[config.mk]
export PLATFORM = sky130hd
export DESIGN_NAME = uart_rx_flat
export DESIGN_NICKNAME = d
export VERILOG_FILES = /design/src/rtl/uart_rx_if.sv /design/src/rtl/uart_rx.sv /design/src/flat_wrapper.sv
export SDC_FILE = /design/constraint.sdc
export NUM_CORES = 1
export LEC_CHECK = 0
export BUFFER_PORTS_ARGS = -buffer_cell sky130_fd_sc_hd__buf_2
export CAP_MARGIN = 20
export CORE_UTILIZATION = 59
export CTS_CLUSTER_SIZE = 25
export DETAILED_ROUTE_END_ITERATION = 12
export GPL_TIMING_DRIVEN = 0
export PLACE_DENSITY = 0.87
export SYNTH_ARGS = -nofsm -noshare
export SYNTH_HDL_FRONTEND = slang
export SYNTH_SLANG_ARGS = --single-unit
export TNS_END_PERCENT = 50
[constraint.sdc]
create_clock -name clock -period 2.4 [get_ports clock]
set_clock_uncertainty 0.1 [all_clocks]
set_input_delay 0.24 -clock clock [delete_from_list [all_inputs] [get_ports clock]]
set_output_delay 0.24 -clock clock [all_outputs]
set_load 0.02 [all_outputs]
[src/rtl/uart_rx_if.sv]
// Signal bundle between the 8N1 serial receiver and its user: baud select and
// serial line in, received byte and status strobes out, plus the FSM state for observation.
interface uart_rx_if;
    logic [2:0] baud_rate_select;
    logic       Rx_Serial;
    logic [7:0] Rx_Byte;
    logic       Rx_Done;
    logic       Rx_Active;
    logic       Framing_Error;
    logic [2:0] fsm_state;

    modport master (
        output baud_rate_select, Rx_Serial,
        input  Rx_Byte, Rx_Done, Rx_Active, Framing_Error, fsm_state
    );

    modport slave (
        input  baud_rate_select, Rx_Serial,
        output Rx_Byte, Rx_Done, Rx_Active, Framing_Error, fsm_state
    );
endinterface

[src/rtl/uart_rx.sv]
// 8N1 UART receiver: two-flop synchronizer, mid-bit sampling at a latched baud divisor,
// one-cycle done / framing-error strobes and break recovery.
module uart_rx (
    input  logic      clock,
    input  logic      reset,
    uart_rx_if.slave  bus
);
    typedef enum logic [2:0] {
        IDLE         = 3'd0,
        RX_START_BIT = 3'd1,
        RX_DATA_BITS = 3'd2,
        RX_STOP_BIT  = 3'd3,
        RX_CLEANUP   = 3'd4,
        RX_RECOVER   = 3'd5
    } state_t;

    state_t      state;
    logic        rx_meta;
    logic        rx_s;
    logic [10:0] clk_count;
    logic [10:0] bit_max;
    logic [10:0] half;
    logic [2:0]  bit_index;
    logic [7:0]  shift;
    logic [7:0]  rx_byte;
    logic        rx_done;
    logic        rx_active;
    logic        framing_error;

    // Returns N-1 (the last clk_count value of a bit period) for each select code.
    function automatic logic [10:0] decode_max(input logic [2:0] sel);
        case (sel)
            3'b000:  return 11'd1041;
            3'b001:  return 11'd694;
            3'b010:  return 11'd520;
            3'b011:  return 11'd260;
            3'b100:  return 11'd173;
            3'b101:  return 11'd86;
            3'b110:  return 11'd78;
            default: return 11'd38;
        endcase
    endfunction

    assign half = bit_max >> 1;

    always_ff @(posedge clock or posedge reset) begin
        if (reset) begin
            rx_meta <= 1'b1;
            rx_s    <= 1'b1;
        end else begin
            rx_meta <= bus.Rx_Serial;
            rx_s    <= rx_meta;
        end
    end

    always_ff @(posedge clock or posedge reset) begin
        if (reset) begin
            state         <= IDLE;
            clk_count     <= 11'd0;
            bit_max       <= 11'd1041;
            bit_index     <= 3'd0;
            shift         <= 8'd0;
            rx_byte       <= 8'd0;
            rx_done       <= 1'b0;
            rx_active     <= 1'b0;
            framing_error <= 1'b0;
        end else begin
            rx_done       <= 1'b0;
            framing_error <= 1'b0;
            case (state)
                IDLE: begin
                    rx_active <= 1'b0;
                    clk_count <= 11'd0;
                    bit_index <= 3'd0;
                    if (!rx_s) begin
                        bit_max   <= decode_max(bus.baud_rate_select);
                        rx_active <= 1'b1;
                        state     <= RX_START_BIT;
                    end
                end
                RX_START_BIT: begin
                    if (clk_count == half) begin
                        clk_count <= 11'd0;
                        if (!rx_s) begin
                            state <= RX_DATA_BITS;
                        end else begin
                            // Line went high before mid start bit: a glitch, not a frame.
                            rx_active <= 1'b0;
                            state     <= IDLE;
                        end
                    end else begin
                        clk_count <= clk_count + 11'd1;
                    end
                end
                RX_DATA_BITS: begin
                    if (clk_count == bit_max) begin
                        clk_count        <= 11'd0;
                        shift[bit_index] <= rx_s;
                        if (bit_index == 3'd7) begin
                            bit_index <= 3'd0;
                            state     <= RX_STOP_BIT;
                        end else begin
                            bit_index <= bit_index + 3'd1;
                        end
                    end else begin
                        clk_count <= clk_count + 11'd1;
                    end
                end
                RX_STOP_BIT: begin
                    if (clk_count == bit_max) begin
                        clk_count <= 11'd0;
                        rx_active <= 1'b0;
                        if (rx_s) begin
                            rx_byte <= shift;
                            rx_done <= 1'b1;
                            state   <= RX_CLEANUP;
                        end else begin
                            framing_error <= 1'b1;
                            state         <= RX_RECOVER;
                        end
                    end else begin
                        clk_count <= clk_count + 11'd1;
                    end
                end
                RX_CLEANUP: begin
                    rx_active <= 1'b0;
                    state     <= IDLE;
                end
                RX_RECOVER: begin
                    // Wait out a break so a held-low line yields a single error.
                    rx_active <= 1'b0;
                    if (rx_s) state <= IDLE;
                end
                default: begin
                    rx_active <= 1'b0;
                    state     <= IDLE;
                end
            endcase
        end
    end

    assign bus.Rx_Byte       = rx_byte;
    assign bus.Rx_Done       = rx_done;
    assign bus.Rx_Active     = rx_active;
    assign bus.Framing_Error = framing_error;
    assign bus.fsm_state     = state;
endmodule

[src/flat_wrapper.sv]
// flat-port wrapper written by rule: the top's interface ports become plain ports
module uart_rx_flat 
  (clock, reset, bus_baud_rate_select, bus_Rx_Serial, bus_Rx_Byte, bus_Rx_Done, bus_Rx_Active, bus_Framing_Error, bus_fsm_state);
  uart_rx_if bus_i ();
  input  logic clock;
  input  logic reset;
  input wire logic [$bits(bus_i.baud_rate_select)-1:0] bus_baud_rate_select;
  input wire logic [$bits(bus_i.Rx_Serial)-1:0] bus_Rx_Serial;
  output wire logic [$bits(bus_i.Rx_Byte)-1:0] bus_Rx_Byte;
  output wire logic [$bits(bus_i.Rx_Done)-1:0] bus_Rx_Done;
  output wire logic [$bits(bus_i.Rx_Active)-1:0] bus_Rx_Active;
  output wire logic [$bits(bus_i.Framing_Error)-1:0] bus_Framing_Error;
  output wire logic [$bits(bus_i.fsm_state)-1:0] bus_fsm_state;
  assign bus_i.baud_rate_select = bus_baud_rate_select;
  assign bus_i.Rx_Serial = bus_Rx_Serial;
  assign bus_Rx_Byte = bus_i.Rx_Byte;
  assign bus_Rx_Done = bus_i.Rx_Done;
  assign bus_Rx_Active = bus_i.Rx_Active;
  assign bus_Framing_Error = bus_i.Framing_Error;
  assign bus_fsm_state = bus_i.fsm_state;
  uart_rx u_core (.clock(clock), .reset(reset), .bus(bus_i));
endmodule
==> results.md <==
- Fin. max-slew vios: 0
- Slowest-stage cell, CP: nor4_2
- Fraction of layout cells with a size suffix above 1: 0.209
- Asr flop ratio synth: 1.00
- CP Class: reg2reg
- HP Class: in2reg
- Placement Cell Area: 2740 um^2
- Setup Total Neg Slack: 0 ns
- Post-synthesis instance area: 2570 um^2
- H-tree levels: 2
- Crit path max-delay family: simple AND/OR/NAND/NOR gates
- Drt first pass iters: 4
- Cell taking the most area after synthesis: dfrtp_1
- Final hold vios: 0
- Starting DRC count in detailed routing: 164
- Largest family of logic cells by synthesized area: simple AND/OR/NAND/NOR gates
- Peak supply drop: 693 uV
- Clock Path Buffers: 2
- Power Density: 937 nW/um^2
- Max_slew headroom: 0.528
- Fin cells: 332
- Reg2reg start: u_core.clk_count[6]
- Row count: 23
- Maximum fanout along the worst path: 8
- CTS tree: yes
- Simple-Gate Fraction of Synth Area: 0.180
- Worst Path Buf+Inv: 2
- Mean Syn Cell Area: 10.1 um^2
- XOR/XNOR Fraction of Synth Area: 0.0850
- Vias in the first global route: 1810
- Final setup viols: 0
- Core Footprint: 4090 um^2
- Hold EP: u_core.bit_max[8]
- P&R area growth vs syn: 12.4%
- Required time of the critical path: 2.49 ns
- Boundary pin count: 20
- Most used DFF post-synth: dfrtp_1
- Avg Vias per Cell: 5.97
- Final Cycle Share: 0.957
- RSZ-0062 raised after global routing: false
- Multiplexer share of the synthesized area: 0.0782
- Clock sinks: 49
- CP peak stage delay: 0.42 ns
- Complex-gate fraction of the synthesized area: 0.121
- Final ANT Viol Nets: 0
- Cells along the critical path: buf_2 > xor2_1 > nor4_2 > and4_1 > and3_1 > buf_4 > mux2_2
- Post-CTS setup buffer count: 0
- Fin Hold WS: 0.261 ns
- Initial Util: 0.630
- Num CTS Buffers: 5
- Grt total ovfl: 0
- Largest net degree at the start of global routing: 29
- Synth Area in Adders: 0.0146
- Status: finished clean
- Crit path DAT: 2.38 ns
- Least-Margin Pin Slew: 0.705 ns
- Final wirelength: 5190 um
- Port Buffers: 16
- Placed Instances: 322
- Post-synthesis cell count: 255
- ANT cells: 0
- Clk slew on worst S/H paths: 0.09 ns
- First-pass GRT wire length: 8370 um
- GRT Total Usage: 0.245
- Remaining DRCs: 0
- Hold Path Cell Cnt: 3
- Die extent in y: 68.1 um
- Fin crit period: 2.30 ns
- R2r setup slk: 0.10 ns
- Max-cap violations: 0
- Clock Tree Root: clkbuf_8
- WL/cell: 15.6 um
- Seq cells post-synth: 49
- Reg-to-reg endpoint: u_core.bus.Rx_Byte[2]
- Die area: 4630 um^2
- Design Area, Final: 2890 um^2
- Yosys warns: 0
- Initial antenna violation count: 0
- Most frequent cells in the layout: dfrtp_1 (44), nand2_1 (27), buf_2 (22), xor2_1 (22), nor2_1 (13)
- Final Wtd Congestion: 0.813
- Max Fclk: 436 MHz
- Worst skew pair latency: 0.30 ns
- Reg2reg path depth: 7
- Post-synth EDFFs: 0
- Nets: 290
- Largest cells by area after synthesis: dfrtp_1 (43%), xor2_1 (7.5%), dfstp_2 (5.1%), mux2_2 (4.8%), nand2_1 (3.9%)
- Leakage: 1.44 nW
- CP Capture Type: flip-flop
- Most common cell after layout, fill and taps aside: dfrtp_1
- Synth top area share: 0.428
- Die Span X: 68.1 um
- Post-synthesis sequential area ratio: 0.479
- Type of origin of the critical path: flip-flop
- Hold path startpoint: bus_baud_rate_select[0]
- Dpl hpwl: 3520 um
- Via count: 1981
- Synth unique cells: 44
- Post-Syn Nets: 264
[cells by family (layout without fill, tap and decap cells)]
family | Yosys count | after routing
adders and majority gates | 3 | 3
xor gates and xnor gates | 25 | 25
and+or+nand+nor | 89 | 89
DFF | 49 | 49
muxes | 18 | 18
AOI/OAI and AO/OA | 46 | 46
buffers and inverters | 25 | 52
[flip-flops by register name, indices dropped and copies added (netlist names)]
| register | count |
|---|---|
| u_core.bit_max | 11 |
| u_core.clk_count | 11 |
| u_core.bus.Rx_Byte | 8 |
| u_core.shift | 8 |
| u_core.bit_index | 3 |
| u_core.bus.fsm_state | 3 |
| u_core.bus.Framing_Error | 1 |
| u_core.bus.Rx_Active | 1 |
| u_core.bus.Rx_Done | 1 |
| u_core.rx_meta | 1 |
| u_core.rx_s | 1 |
[cell usage after synthesis, drive strengths merged (2+ instances only)]
library cell and n:
mux2 17, nor4 5, dfstp 5, nor3 6
and2 3, nand4 3, nand3b 2, a211o 2
ha 3, and3 6, xnor2 3, a41oi 2
nor2b 6, nand2 27, dfrtp 44, buf 11
o211ai 4, a22o 4, inv 3, clkbuf 10
nor2 14, a31oi 3, o21ai 10, nand4b 2
xor2 22, a21oi 8, o31ai 6, nand3 11
o22ai 3
[worst max path at each step]
stage                              from               endpoint  slack, ns  cells after the start
floorplan            u_core.bit_max[10]  u_core.bus.Rx_Byte[0]       0.36                      6
global placement    u_core.clk_count[8]   u_core.clk_count[10]       0.07                      6
detailed placement  u_core.clk_count[8]    u_core.clk_count[9]      0.004                      6
CTS                 u_core.clk_count[9]  u_core.bus.Rx_Byte[2]       0.09                      7
global route        u_core.clk_count[6]    u_core.bit_index[0]       0.03                      6
finish              u_core.clk_count[6]  u_core.bus.Rx_Byte[2]       0.10                      7
[layer usage]
layer,up-vias,part of all wire,global-route usage
li1,953,-,-
met1,948,0.47,0.349
met2,74,0.46,0.366
met3,6,0.051,0.0450
met4,0,0.013,0.102
met5,-,0,0
[final cells by class]
| cell class | instances | area [um^2] |
|---|---|---|
| multi-input cells | 181 | 1260 |
| plain buffers | 21 | 93.8 |
| clock buffers | 6 | 72.6 |
| clock inverters | 2 | 35.0 |
| inverters | 4 | 15.0 |
| flip-flops and latches | 49 | 1230 |
| fillers | 310 | 1190 |
| well taps | 50 | 62.6 |
| repair buffers | 19 | 120 |
[stage by stage]
stage / utilization / worst slack (ns) / total power [mW]
after floorplan: - / 0.356 / 1.82
after global placement: 0.665 / 0.0749 / 2.01
after detailed placement: 0.670 / 0.00373 / 2.05
after CTS: 0.703 / 0.0882 / 2.66
after global routing: 0.708 / 0.0337 / 2.86
final: 0.708 / 0.104 / 2.71
[tightest hold or removal path, cell delays in order]
cell	delay (ns)
clkbuf_1	0.20
nand2_1	0.11
o31ai_1	0.06
[repair_timing]
item | 4_1_cts | 5_1_grt
hold buffers | 2 | 0
setup endpoints to repair | 6 | 16
gates resized for setup | 2 | 3
endpoints found under the hold margin | 22 | 0
pin swaps | 0 | 0
[power by group]
| group | internal, mW | switching, mW |
|---|---|---|
| Sequential | 0.982 | 0.158 |
| Combinational | 0.372 | 0.626 |
| Clock | 0.309 | 0.263 |
Power figures use the tool's default switching activity.
